--- src/rtl/s_mem_fill_engine.sv ---
// s_mem_fill_engine
//   Writes one word per clock into a scratch RAM (e.g. the RC4 S-box) over a
//   window of `count` words starting at `base_addr`. The window wraps modulo
//   DEPTH = 2**ADDR_W. The fill pattern is chosen by `mode`.
//
// Ports
//   clk               system clock, rising edge
//   reset_n           synchronous active-low reset
//   start             launch request, honoured in IDLE or DONE
//   mode              0 identity, 1 constant, 2 descending, 3 relative index
//   fill_value        constant word for mode 1
//   base_addr         first address of the window
//   count             number of words, 0..DEPTH
//   abort             terminates a run, honoured in WRITE
//   address_out       registered RAM address
//   data_out          registered RAM write data
//   write_enable_out  registered RAM write strobe
//   busy              run in progress
//   done              last run finished (held until next launch)
//   aborted           last run ended by abort
//
// state   | meaning
// S_IDLE  | out of reset, nothing launched yet
// S_WRITE | one word issued per cycle
// S_DONE  | run finished or aborted; may be re-launched
module s_mem_fill_engine #(
    parameter int ADDR_W = 8,
    parameter int DATA_W = 8
) (
    input  logic              clk,
    input  logic              reset_n,
    input  logic              start,
    input  logic [1:0]        mode,
    input  logic [DATA_W-1:0] fill_value,
    input  logic [ADDR_W-1:0] base_addr,
    input  logic [ADDR_W:0]   count,
    input  logic              abort,
    output logic [ADDR_W-1:0] address_out,
    output logic [DATA_W-1:0] data_out,
    output logic              write_enable_out,
    output logic              busy,
    output logic              done,
    output logic              aborted
);

    typedef enum logic [1:0] {S_IDLE, S_WRITE, S_DONE} state_t;

    localparam int WIDE = (DATA_W > ADDR_W) ? DATA_W : ADDR_W;

    state_t              state_q;
    logic [1:0]          mode_q;
    logic [DATA_W-1:0]   fill_q;
    logic [ADDR_W-1:0]   base_q;
    logic [ADDR_W:0]     count_q;
    logic [ADDR_W:0]     idx_q;      // index of the next word to issue
    logic [ADDR_W-1:0]   addr_q;
    logic [DATA_W-1:0]   data_q;
    logic                we_q;
    logic                done_q;
    logic                aborted_q;

    logic                launch;
    logic [1:0]          wr_mode;
    logic [DATA_W-1:0]   wr_fill;
    logic [ADDR_W-1:0]   wr_addr;
    logic [ADDR_W-1:0]   wr_addr_inv;
    logic [ADDR_W-1:0]   wr_j;
    logic [WIDE-1:0]     wide_v;
    logic [DATA_W-1:0]   data_d;

    // The first word is produced straight from the inputs on the launch edge,
    // later words from the latched run parameters.
    always_comb begin
        launch      = (state_q != S_WRITE) && start;
        wr_mode     = launch ? mode : mode_q;
        wr_fill     = launch ? fill_value : fill_q;
        wr_addr     = launch ? base_addr : (base_q + idx_q[ADDR_W-1:0]);
        wr_j        = launch ? '0 : idx_q[ADDR_W-1:0];
        wr_addr_inv = ~wr_addr;
        wide_v      = '0;
        case (wr_mode)
            2'd0:    wide_v[ADDR_W-1:0] = wr_addr;
            2'd2:    wide_v[ADDR_W-1:0] = wr_addr_inv;
            2'd3:    wide_v[ADDR_W-1:0] = wr_j;
            default: wide_v = '0;
        endcase
        data_d = wide_v[DATA_W-1:0];
        if (wr_mode == 2'd1) data_d = wr_fill;
    end

    always_ff @(posedge clk) begin
        if (!reset_n) begin
            state_q   <= S_IDLE;
            mode_q    <= '0;
            fill_q    <= '0;
            base_q    <= '0;
            count_q   <= '0;
            idx_q     <= '0;
            addr_q    <= '0;
            data_q    <= '0;
            we_q      <= 1'b0;
            done_q    <= 1'b0;
            aborted_q <= 1'b0;
        end else begin
            case (state_q)
                S_IDLE, S_DONE: begin
                    if (start) begin
                        if (count != '0) begin
                            state_q   <= S_WRITE;
                            mode_q    <= mode;
                            fill_q    <= fill_value;
                            base_q    <= base_addr;
                            count_q   <= count;
                            idx_q     <= (ADDR_W+1)'(1);
                            addr_q    <= wr_addr;
                            data_q    <= data_d;
                            we_q      <= 1'b1;
                            done_q    <= 1'b0;
                            aborted_q <= 1'b0;
                        end else begin
                            state_q   <= S_DONE;
                            done_q    <= 1'b1;
                            aborted_q <= 1'b0;
                        end
                    end
                end
                S_WRITE: begin
                    if (abort) begin
                        // abort wins even when the final word is on the bus
                        state_q   <= S_DONE;
                        we_q      <= 1'b0;
                        done_q    <= 1'b1;
                        aborted_q <= 1'b1;
                    end else if (idx_q == count_q) begin
                        state_q   <= S_DONE;
                        we_q      <= 1'b0;
                        done_q    <= 1'b1;
                        aborted_q <= 1'b0;
                    end else begin
                        addr_q    <= wr_addr;
                        data_q    <= data_d;
                        idx_q     <= idx_q + (ADDR_W+1)'(1);
                    end
                end
                default: state_q <= S_IDLE;
            endcase
        end
    end

    assign address_out      = addr_q;
    assign data_out         = data_q;
    assign write_enable_out = we_q;
    assign busy             = (state_q == S_WRITE);
    assign done             = done_q;
    assign aborted          = aborted_q;

endmodule

--- config.mk ---
export PLATFORM = sky130hd
export DESIGN_NAME = s_mem_fill_engine
export DESIGN_NICKNAME = d
export VERILOG_FILES = /design/src/rtl/s_mem_fill_engine.sv
export SDC_FILE = /design/constraint.sdc
export NUM_CORES = 1
export LEC_CHECK = 0
export ABC_AREA = 0
export ABC_CLOCK_PERIOD_IN_PS = 2700
export CAP_MARGIN = 20
export CORE_MARGIN = 4
export CORE_UTILIZATION = 29
export CTS_CLUSTER_SIZE = 12
export DETAILED_ROUTE_END_ITERATION = 7
export HOLD_SLACK_MARGIN = 0.03
export SKIP_LAST_GASP = 1
export SYNTH_ARGS = -nofsm -noshare
export SYNTH_HDL_FRONTEND = slang
export SYNTH_SLANG_ARGS = --single-unit
--- constraint.sdc ---
create_clock -name clk -period 2.7 [get_ports clk]
set_input_delay 0.54 -clock clk [delete_from_list [all_inputs] [get_ports clk]]
set_output_delay 0.54 -clock clk [all_outputs]
set_load 0.005 [all_outputs]
## After elaboration in Yosys (flattened, before gate mapping)

Cells that the tools add are included.

| cells by class | value |
|---|---|
| bitwise gates (word level) | 1 |
| $add $sub $neg | 2 |
| multiplexer cells | 39 |
| equal/unequal tests | 12 |
| reductions and logical operators | 11 |

Operators with widths:

| operator | count |
|---|---|
| $mux W8 | 12 |
| $mux W9 | 4 |
| $pmux W8 S2 | 2 |
| $pmux W8 S3 | 1 |
| $pmux W9 S2 | 1 |
| $mux W1 | 10 |
| $mux W2 | 5 |
| $add A9 B1 Y9 const B | 1 |
| $eq A9 B9 Y1 | 1 |
| $reduce_bool A9 Y1 | 1 |
| $add A8 B8 Y8 | 1 |
| $ne A2 B2 Y1 const B | 4 |
| $not A8 Y8 | 1 |
| $eq A2 B2 Y1 const B | 3 |
| $pmux W1 S2 | 3 |
| $reduce_and A3 Y1 | 2 |
| $reduce_and A5 Y1 | 1 |
| $eq A2 B1 Y1 const B | 2 |
| $logic_not A2 Y1 | 2 |
| $pmux W2 S2 | 1 |
| $reduce_and A4 Y1 | 1 |
| $ne A3 B2 Y1 const B | 1 |
| $ne A2 B1 Y1 const B | 1 |
| $reduce_and A2 Y1 | 1 |
| other kinds (3) | 3 |

| word-level totals | value |
|---|---|
| register bits | 57 |
| output and inout port bits | 20 |

## Logic depth before layout (Yosys ltp)

Gate-level depths: netlist (run 1).

| logic depth | value |
|---|---|
| depth in word-level cells | 9 |
| mapped depth | 9 |
| gate-level depth less buffers | 8 |

## Least setup slack after synthesis (run 1)

OpenSTA, ideal clock, no wires.

| timing path | value |
|---|---|
| path kind | register -> register |
| start | register idx_q[0] |
| end | register data_q[4], in the netlist data_out[4] |
| period minus slack after synthesis | 2054 ps |
| data arrival time | 1922 ps |
| required time | 2568 ps |
| slack | 646 ps |
| setup time | 132 ps |
| buffers on the path | 0 |
| cell stages (with the launch flop) | 9 |
| cell sequence | dfxtp_1 -> ha_1 -> fa_1 -> a21o_1 -> a21oi_1 -> mux2i_1 -> a311o_1 -> o211ai_1 -> a21oi_1 |

| between the ends | value |
|---|---|
| longest elaborated chain between the ends | 8 |

Ends and longest elaborated chain:

| element | line | text |
|---|---|---|
| from (decl) | 55 | `logic [ADDR_W:0] idx_q;` |
| from (signal assigned) | 114 | `idx_q <= (ADDR_W+1)'(1);` |
| from (signal assigned) | 142 | `idx_q <= idx_q + (ADDR_W+1)'(1);` |
| $add A8 B8 Y8 | 77 | `wr_addr = launch ? base_addr : (base_q + idx_q[ADDR_W-1:0]);` |
| $mux W8 | 77 |  |
| $not A8 Y8 | 79 | `wr_addr_inv = ~wr_addr;` |
| $pmux W8 S3 | 81 | `case (wr_mode)` |
| $mux W8 | 88 | `if (wr_mode == 2'd1) data_d = wr_fill;` |
| $mux W8, on equally long branches | 134, 108 |  |
| $mux W8, on equally long branches | 128, 107 |  |
| $pmux W8 S2 | 105 | `case (state_q)` |
| to (signal assigned) | 116 | `data_q <= data_d;` |
| to (signal assigned) | 141 | `data_q <= data_d;` |
| to (decl) | 57 | `logic [DATA_W-1:0] data_q;` |

Several ways; a longest one is shown, not always the timed one. The select of a mux whose other input is x is not followed.
A chain may end at the register's enable or synchronous reset.

## Worst setup path after layout (run 1)

| timing path | value |
|---|---|
| start | register base_q[0] |
| end | register data_q[4], in the netlist data_out[4] |

| between the ends | value |
|---|---|
| longest elaborated chain between the ends | 8 |

Ends and longest elaborated chain:

| element | line | text |
|---|---|---|
| from (decl) | 53 | `logic [ADDR_W-1:0] base_q;` |
| from (signal assigned) | 112 | `base_q <= base_addr;` |
| $add A8 B8 Y8 * | 77 |  |
| $mux W8 * | 77 |  |
| $not A8 Y8 | 79 |  |
| $pmux W8 S3 * | 81 |  |
| $mux W8 * | 88 |  |
| $mux W8, on equally long branches | 134, 108 |  |
| $mux W8, on equally long branches | 128, 107 |  |
| $pmux W8 S2 * | 105 |  |

Mark *: on every way between the ends. The rest lies on a longest branch, timed or not. The select of a mux whose other input is x is not followed.

==> impl_metrics.json, run 1 <==
{
  "avgSynthCellArea_um2": 8.11,
  "grt_usage_pct": 15.1,
  "crit_chain": "ha_1, fa_1, a21o_1, a21oi_1, mux2i_1, a22oi_1, o211ai_1, a21oi_1",
  "clkLatencyLatePin_ns": 0.35,
  "post-dp-hpwl_um": 7120,
  "drv_slew": 0,
  "critical_path.slowest_cell": "fa_1",
  "synthCells": 396,
  "drc": 0,
  "vias_per_cell": 5.16,
  "htreeDepth": 3,
  "crit_path_max_incr_delay_ns": 0.44,
  "grt_max_degree": 27,
  "wl_um": 9520,
  "ys_seq_area_share_pct": 35.5,
  "antennaDiodeCount": 0,
  "dieArea_mm2": 0.0128,
  "yosys.area.top_type": "dfxtp_1",
  "maxSlewHeadroom_pct": 66.4,
  "path_clk_slew_ns": 0.07,
  "end_kind": "flip-flop",
  "yosys_warnings": 0,
  "period_needed_ns": 2.33,
  "dp_cells": 583,
  "p_leak_nw": 1.56,
  "max_freq_ghz": 0.429,
  "worstPathArrival_ns": 2.57,
  "finalCritPeriodShare_pct": 86.3,
  "ir_drop_uv": 206,
  "rr_worst_depth": 8,
  "crit_path_start_kind": "flip-flop",
  "vias": 3083,
  "ctsHoldBuffers": 0,
  "hp-class": "flip-flop to flip-flop",
  "r2r_slack_ns": 0.37,
  "synth-edff-count": 0,
  "grt_pass1_vias": 2975,
  "ys_top_cells_by_area": "dfxtp_1, a21oi_1, nand2_1",
  "status": "completed",
  "rsz0062_at_grt": "false",
  "worst_pin_slew_ns": 0.503,
  "path_buf_inv": 0,
  "postCtsResizedCells": 0,
  "cp_top_family": "compound AO/OA/AOI/OAI gates",
  "synth_cell_types": 61,
  "core_mm2": 0.0108,
  "stdcell_count": 598,
  "synth_top_area_share_pct": 35.5,
  "cpMostUsedCell": "a21oi_1",
  "cp_max_fo": 3,
  "initial_core_util_pct": 29.6,
  "drtIter0Drc": 166,
  "ant_nets": 0,
  "drt_first_pass_iters": 5,
  "cts.sinks": 57,
  "fp.dieH_um": 113,
  "cts_buffer_depth": 2,
  "cts_tree": "built",
  "ioPinCount": 51,
  "synth-async-reset-ratio_pct": 0,
  "synth_area_mm2": 0.00321,
  "finalSetupTns_ns": 0,
  "cts_setup_buffers": 0,
  "hold_viol": 0,
  "fin_nets": 494,
  "drv_cap": 0,
  "ys.flop_type": "dfxtp_1",
  "worstPathRequired_ns": 2.94,
  "grt_overflow_total": 0,
  "gp_congestion": 0.891,
  "fin_skew_ns": 0.0117,
  "wl_per_cell_um": 15.9,
  "io_buffers": 50,
  "syn_to_final_growth_pct": 26.6,
  "worstSetupPathType": "flip-flop to flip-flop",
  "numCtsBuffers": 9,
  "rows": 38,
  "power.density_mw_per_mm2": 528,
  "ys_ff_latch": 57,
  "grt_pass1_wl_um": 15200,
  "setup_viol": 0,
  "root_buffer": "clkbuf_8",
  "drive_gt1_share_pct": 11.1,
  "synth_nets": 436,
  "hold_depth": 2,
  "die_w_um": 113,
  "crit_cells": 8,
  "antenna_found_initial": 0
}
==> state kept, by name, summed over array words and instances (netlist names) <==
register          cells
aborted               1
address_out           8
base_q                8
count_q               9
data_out              8
done                  1
fill_q                8
idx_q                 9
mode_q                2
state_q               2
write_enable_out      1
==> kinds of logic after synthesis <==
kind of cell / Yosys count / share of synthesized area, %
XOR/XNOR: 25 / 7.05
multiplexers: 8 / 2.61
AO/OA/AOI/OAI: 121 / 24.2
AND/OR/NAND/NOR: 146 / 21.0
buffers and inverters: 30 / 5.85
flip-flops: 57 / 35.5
adder cells (fa/ha/maj): 9 / 3.74
==> area by class of cell <==
cell class,instances,area (um^2)
clock buffer,12,165
clock inverter,3,15.0
fill,1154,6780
inverter,5,18.8
multi-input combinational,309,1880
sequential,57,1140
tap,140,175
timing repair buffer,72,666
==> final timing paths <==
kind                               endpoint       from
worst max-delay path            data_out[4]  base_q[0]
worst min-delay path              fill_q[7]  fill_q[7]
worst max register to register  data_out[4]  base_q[0]
worst min register to register    fill_q[7]  fill_q[7]
==> where the power goes <==
part / internal, mW / switching, mW / total (mW)
Sequential: 0.900 / 0.0400 / 0.940
Combinational: 0.221 / 0.246 / 0.467
Clock: 0.398 / 0.344 / 0.742
==> metal layers <==
| metal | vias to the layer above | GRT usage (%) | wire, um |
|---|---|---|---|
| met2 | 100 | 23.7 | 4320 |
| met5 | - | 0 | 0 |
| li1 | 1525 | - | - |
| met3 | 22 | 3.42 | 613 |
| met1 | 1436 | 19.9 | 4350 |
| met4 | 0 | 6.17 | 238 |
==> worst register-to-register path, stage by stage, from the launching register on <==
cell	delay, ns
dfxtp_1	0.31
ha_1	0.25
fa_1	0.44
a21o_1	0.18
a21oi_1	0.27
mux2i_1	0.35
a22oi_1	0.13
o211ai_1	0.21
a21oi_1	0.09
==> synth_stat cells, drive strengths merged, types with 2 or more instances <==
library cell / n
nand3b: 2
ha: 8
o21ai: 18
nor2: 25
o211a: 2
nand3: 9
o211ai: 6
buf: 15
xnor2: 17
nor2b: 2
nand2b: 6
mux2i: 8
nor4: 2
a21o: 5
a2111o: 2
nor3: 9
nand2: 76
a311oi: 2
xor2: 8
dfxtp: 57
a21oi: 59
a31oi: 4
clkbuf: 10
a21boi: 2
o311ai: 2
and2: 2
o2111ai: 3
a211oi: 7
inv: 5
nand4: 2
and3: 6
==> placed cells by master, fill, tap and decap left out, types with 3 or more instances in the layout <==
master and n:
xnor2_1 16, a21oi_1 58, o211ai_1 6, o2111ai_1 3, clkinv_2 3, xor2_1 8
a211oi_1 4, nor3_1 9, a21o_1 5, o21ai_0 18, buf_4 22, a211oi_2 3
and3_1 6, clkbuf_8 12, nand2_1 75, ha_1 8, inv_1 5, dfxtp_1 57
clkdlybuf4s50_1 50, mux2i_1 7, a31oi_1 4, nand3_1 8, nor2_1 23, nand2b_1 4
==> through the flow <==
step	instance area, um^2	hold WS [ns]	total power, mW	worst slack (ns)	utilization, %
3_3_place_gp	3880	0.446	1.42	0.263	35.8
3_5_place_dp	3880	0.448	1.42	0.245	35.8
4_1_cts	4070	0.456	2.16	0.403	37.5
2_1_floorplan	3210	0.432	1.23	0.646	-
6_report	4070	0.453	2.15	0.369	37.5
5_1_grt	4070	0.486	2.25	0.191	37.5
No activity file was read; power rests on OpenSTA's default activity.
==> run 2: changes to the inputs <==
--- a/config.mk
+++ b/config.mk
@@ -10,6 +10,7 @@
 export CAP_MARGIN = 20
 export CORE_MARGIN = 4
 export CORE_UTILIZATION = 29
+export CTS_BUF_LIST = sky130_fd_sc_hd__clkbuf_16
 export CTS_CLUSTER_SIZE = 12
 export DETAILED_ROUTE_END_ITERATION = 7
 export HOLD_SLACK_MARGIN = 0.03
==> impl_metrics.json, run 2 (synthesized netlist as in run 1, its figures left out) <==
{
  "worstPathRequired_ns": 2.91,
  "grt_pass1_vias": 3016,
  "cp_max_fo": 3,
  "drt_first_pass_iters": 4,
  "vias_per_cell": 5.15,
  "vias": 3077,
  "grt_overflow_total": 0,
  "power.switching_mw": 0.661,
  "gp_congestion": 0.891,
  "ioPinCount": 51,
  "io_buffers": 50,
  "drc": 0,
  "clkLatencyLatePin_ns": 0.33,
  "fin_nets": 494,
  "postCtsResizedCells": 0,
  "ir_drop_uv": 198,
  "hold_viol": 0,
  "worstSetupPathType": "flip-flop to flip-flop",
  "drv_cap": 0,
  "top_regs": "count_q: 9 flops, idx_q: 9 flops",
  "switching_share_pct": 27.8,
  "hp-class": "flip-flop to flip-flop",
  "cts.sinks": 57,
  "antennaDiodeCount": 0,
  "grt_pass1_wl_um": 15400,
  "register_area_mm2": 0.00114,
  "ant_nets": 0,
  "drive_gt1_share_pct": 10.5,
  "max_freq_ghz": 0.423,
  "worstPathArrival_ns": 2.57,
  "end_kind": "flip-flop",
  "grt_usage_pct": 15.2,
  "htreeDepth": 3,
  "dieArea_mm2": 0.0128,
  "maxSlewHeadroom_pct": 66.5,
  "core_mm2": 0.0108,
  "fin_skew_ns": 0.00867,
  "antenna_found_initial": 0,
  "rows": 38,
  "crit_path_start_kind": "flip-flop",
  "wl_um": 9570,
  "cts_buffer_depth": 2,
  "timing.final.ws_setup_ns": 0.334,
  "num-fill-cells": 1139,
  "fp.dieH_um": 113,
  "grt_max_degree": 27,
  "status": "completed",
  "pre_cts_slack_ns": 0.245,
  "comb_power_share_pct": 19.7,
  "numCtsBuffers": 9,
  "finalSetupTns_ns": 0,
  "setup_viol": 0,
  "clock_power_share_pct": 40.8,
  "initial_core_util_pct": 29.6,
  "multiInputGateArea_mm2": 0.00188,
  "die_w_um": 113,
  "worst_pin_slew_ns": 0.502,
  "ctsHoldBuffers": 0,
  "wl_per_cell_um": 16.0,
  "cts_tree": "built",
  "drtIter0Drc": 200,
  "finalCritPeriodShare_pct": 87.6,
  "post-dp-hpwl_um": 7120,
  "path_clk_slew_ns": 0.05,
  "final_common_cell": "nand2_1",
  "period_needed_ns": 2.37,
  "p_seq_share_pct": 39.5,
  "rsz0062_at_grt": "false",
  "syn_to_final_growth_pct": 28.8,
  "drv_slew": 0,
  "p_leak_nw": 1.59,
  "cts_setup_buffers": 0,
  "internal_power_mw": 1.72,
  "root_buffer": "clkbuf_16",
  "power.density_mw_per_mm2": 576,
  "final_cell_mix": "nand2_1, a21oi_1, dfxtp_1, clkdlybuf4s50_1, nor2_1"
}
==> run 2: cell count changes in the layout (fill, tap and decap cells not counted) <==
cell	delta
clkbuf_8	-12
clkbuf_16	+9
clkinv_1	+3
==> run 2: power groups by stage <==
stage	Sequential, mW	Combinational (mW)	Clock (mW)
after floorplan	0.950	0.280	0
after global placement	0.958	0.459	0
after detailed placement	0.958	0.464	0
after CTS	0.942	0.468	0.987
after global routing	0.948	0.512	1.03
final	0.942	0.469	0.972
==> run 2: cell type report <==
cell class                 count  share of cell area [%]
multi-input combinational    309                    45.6
sequential                    57                    27.6
timing repair buffer          72                    16.1
clock buffer                   9                    5.44
tap                          140                    4.23
clock inverter                 6                   0.635
inverter                       5                   0.454
==> run 2: per-layer routing <==
| layer | global-route usage [%] | part of all wire, % | wire length [um] |
|---|---|---|---|
| met1 | 20.3 | 46 | 4360 |
| met2 | 23.8 | 45 | 4330 |
| met3 | 3.69 | 7.3 | 698 |
| met4 | 5.45 | 2.0 | 189 |
| met5 | 0 | 0 | 0 |
==> run 2: worst paths after layout <==
| check | startpoint | end | slack, ns | cells after the start |
|---|---|---|---|---|
| min | fill_q[7] | fill_q[7] | 0.45 | 2 |
| min reg2reg | fill_q[7] | fill_q[7] | 0.45 | 2 |
| max | base_q[0] | data_out[4] | 0.33 | 8 |
| max reg2reg | base_q[0] | data_out[4] | 0.33 | 8 |
==> run 2: worst max-delay path, stage by stage (launching register included) <==
cell and delay (ns):
dfxtp_1 0.31, ha_1 0.24, fa_1 0.44, a21o_1 0.18, a21oi_1 0.28, mux2i_1 0.35, a22oi_1 0.12, o211ai_1 0.24
a21oi_1 0.09
==> run 2: stage by stage <==
step	total power [mW]	utilization (%)	area, um^2	std cells	hold WS [ns]
after floorplan	1.23	-	3210	396	0.432
after global placement	1.42	35.8	3880	583	0.446
after detailed placement	1.42	35.8	3880	583	0.448
after CTS	2.40	38.2	4140	598	0.455
after global routing	2.49	38.2	4140	598	0.483
final	2.38	38.2	4140	598	0.451
==> run 3: changes to the inputs <==
--- a/config.mk
+++ b/config.mk
@@ -8,9 +8,11 @@
 export ABC_AREA = 0
 export ABC_CLOCK_PERIOD_IN_PS = 2700
 export CAP_MARGIN = 20
+export CORE_ASPECT_RATIO = 0.6
 export CORE_MARGIN = 4
 export CORE_UTILIZATION = 29
 export CTS_BUF_LIST = sky130_fd_sc_hd__clkbuf_16
+export CTS_CLUSTER_DIAMETER = 120
 export CTS_CLUSTER_SIZE = 12
 export DETAILED_ROUTE_END_ITERATION = 7
 export HOLD_SLACK_MARGIN = 0.03
@@ -18,3 +20,4 @@
 export SYNTH_ARGS = -nofsm -noshare
 export SYNTH_HDL_FRONTEND = slang
 export SYNTH_SLANG_ARGS = --single-unit
+export TNS_END_PERCENT = 100
==> impl_metrics.json, run 3 (synthesized netlist as in run 1, its figures left out) <==
{
  "status": "completed",
  "crit_path_start_kind": "flip-flop",
  "grt_max_degree": 42,
  "dieArea_mm2": 0.0129,
  "top_regs": "count_q: 9 flops, idx_q: 9 flops",
  "final_common_cell": "nand2_1",
  "num-fill-cells": 1094,
  "finalCritPeriodShare_pct": 88.0,
  "finalSetupTns_ns": 0,
  "setup_viol": 0,
  "dp_cells": 577,
  "worstPathRequired_ns": 2.95,
  "maxSlewHeadroom_pct": 63.5,
  "wl_met2_um": 3780,
  "power.density_mw_per_mm2": 602,
  "p_leak_nw": 1.57,
  "crit_path_max_incr_delay_ns": 0.43,
  "drt_first_pass_iters": 5,
  "multiInputGateArea_mm2": 0.00188,
  "vias_per_cell": 5.16,
  "drt-met1-wl_um": 5330,
  "grt_overflow_total": 0,
  "final_cell_mix": "nand2_1, a21oi_1, dfxtp_1, clkdlybuf4s50_1, nor2_1",
  "hp-class": "flip-flop to flip-flop",
  "drv_cap": 0,
  "fin_nets": 489,
  "total_power_mw": 2.48,
  "die_w_um": 144,
  "cts_tree": "built",
  "grt_pass1_vias": 2919,
  "ir_drop_uv": 312,
  "period_needed_ns": 2.38,
  "ioPinCount": 51,
  "ctsHoldBuffers": 0,
  "antenna_found_initial": 0,
  "ant_nets": 0,
  "syn_to_final_growth_pct": 28.4,
  "numCtsBuffers": 9,
  "dr_wl_met3_um": 966,
  "drtIter0Drc": 354,
  "postCtsResizedCells": 0,
  "cts_buffer_depth": 2,
  "wl_um": 10100,
  "fin_util_pct": 38.6,
  "cts.sinks": 57,
  "cp_max_fo": 3,
  "path_buf_inv": 0,
  "cp_top_family": "compound AO/OA/AOI/OAI gates",
  "path_clk_slew_ns": 0.05,
  "clkLatencyLatePin_ns": 0.33,
  "worstSetupPathType": "flip-flop to flip-flop",
  "fp.dieH_um": 89.5,
  "register_area_mm2": 0.00114,
  "grt_pass1_wl_um": 16400,
  "rsz0062_at_grt": "false",
  "antennaDiodeCount": 0,
  "io_buffers": 50,
  "initial_core_util_pct": 30.1,
  "grt_usage_pct": 16.8,
  "drive_gt1_share_pct": 9.27,
  "crit_chain": "ha_1, fa_1, a21o_1, a21oi_1, mux2i_1, a311o_1, o211ai_1, a21oi_1",
  "whs_ns": 0.452,
  "hold_viol": 0,
  "drv_slew": 0,
  "core_mm2": 0.0107,
  "post-dp-hpwl_um": 7540,
  "worstPathArrival_ns": 2.63,
  "cpMostUsedCell": "a21oi_1",
  "max_freq_ghz": 0.421,
  "routed.top_layer": "met4",
  "fin_skew_ns": 0.00557,
  "rows": 29,
  "drc": 0,
  "gp_congestion": 0.965,
  "vias": 3057,
  "cts_setup_buffers": 0,
  "critical_path.slowest_cell": "fa_1",
  "root_buffer": "clkbuf_16",
  "end_kind": "flip-flop",
  "wl_per_cell_um": 17.1,
  "htreeDepth": 3,
  "stdcell_count": 592,
  "worst_pin_slew_ns": 0.532
}
run 3: layout make-up:
| type | count | area share (%) |
|---|---|---|
| Sequential cell | 57 | 27.7 |
| Clock buffer | 9 | 5.46 |
| Multi-Input combinational cell | 309 | 45.7 |
| Clock inverter | 6 | 1.21 |
| Timing Repair Buffer | 67 | 15.2 |
| Inverter | 5 | 0.455 |
| Tap cell | 139 | 4.22 |
run 3: worst paths after layout:
kind	start	endpoint	slack, ns	cells past startpoint
worst max-delay path	base_q[0]	data_out[4]	0.32	8
worst max register to register	base_q[0]	data_out[4]	0.32	8
worst min-delay path	fill_q[2]	fill_q[2]	0.45	2
worst min register to register	fill_q[2]	fill_q[2]	0.45	2
run 3: metrics by stage:
stage	cell area [um^2]	setup slack (ns)
global route	4120	0.128
CTS	4120	0.338
finish	4120	0.323
detailed placement	3850	0.207
global placement	3850	0.244
floorplan	3210	0.646
run 3: routing by layer:
| layer | vias to the layer above | GRT usage, % |
|---|---|---|
| met4 | 0 | 3.93 |
| met5 | - | 0 |
| li1 | 1511 | - |
| met2 | 155 | 21.5 |
| met1 | 1381 | 26.5 |
| met3 | 10 | 5.02 |
run 3: power breakdown:
| part | internal, mW | total, mW | switching [mW] |
|---|---|---|---|
| registers | 0.902 | 0.940 | 0.0388 |
| clock network | 0.692 | 1.06 | 0.373 |
| logic | 0.217 | 0.475 | 0.258 |
run 3: worst register-to-register path, cell delays in order (launching register included):
cell and delay [ns]:
dfxtp_1 0.32, ha_1 0.24, fa_1 0.43, a21o_1 0.17, a21oi_1 0.27, mux2i_1 0.39, a311o_1 0.24, o211ai_1 0.10
a21oi_1 0.14
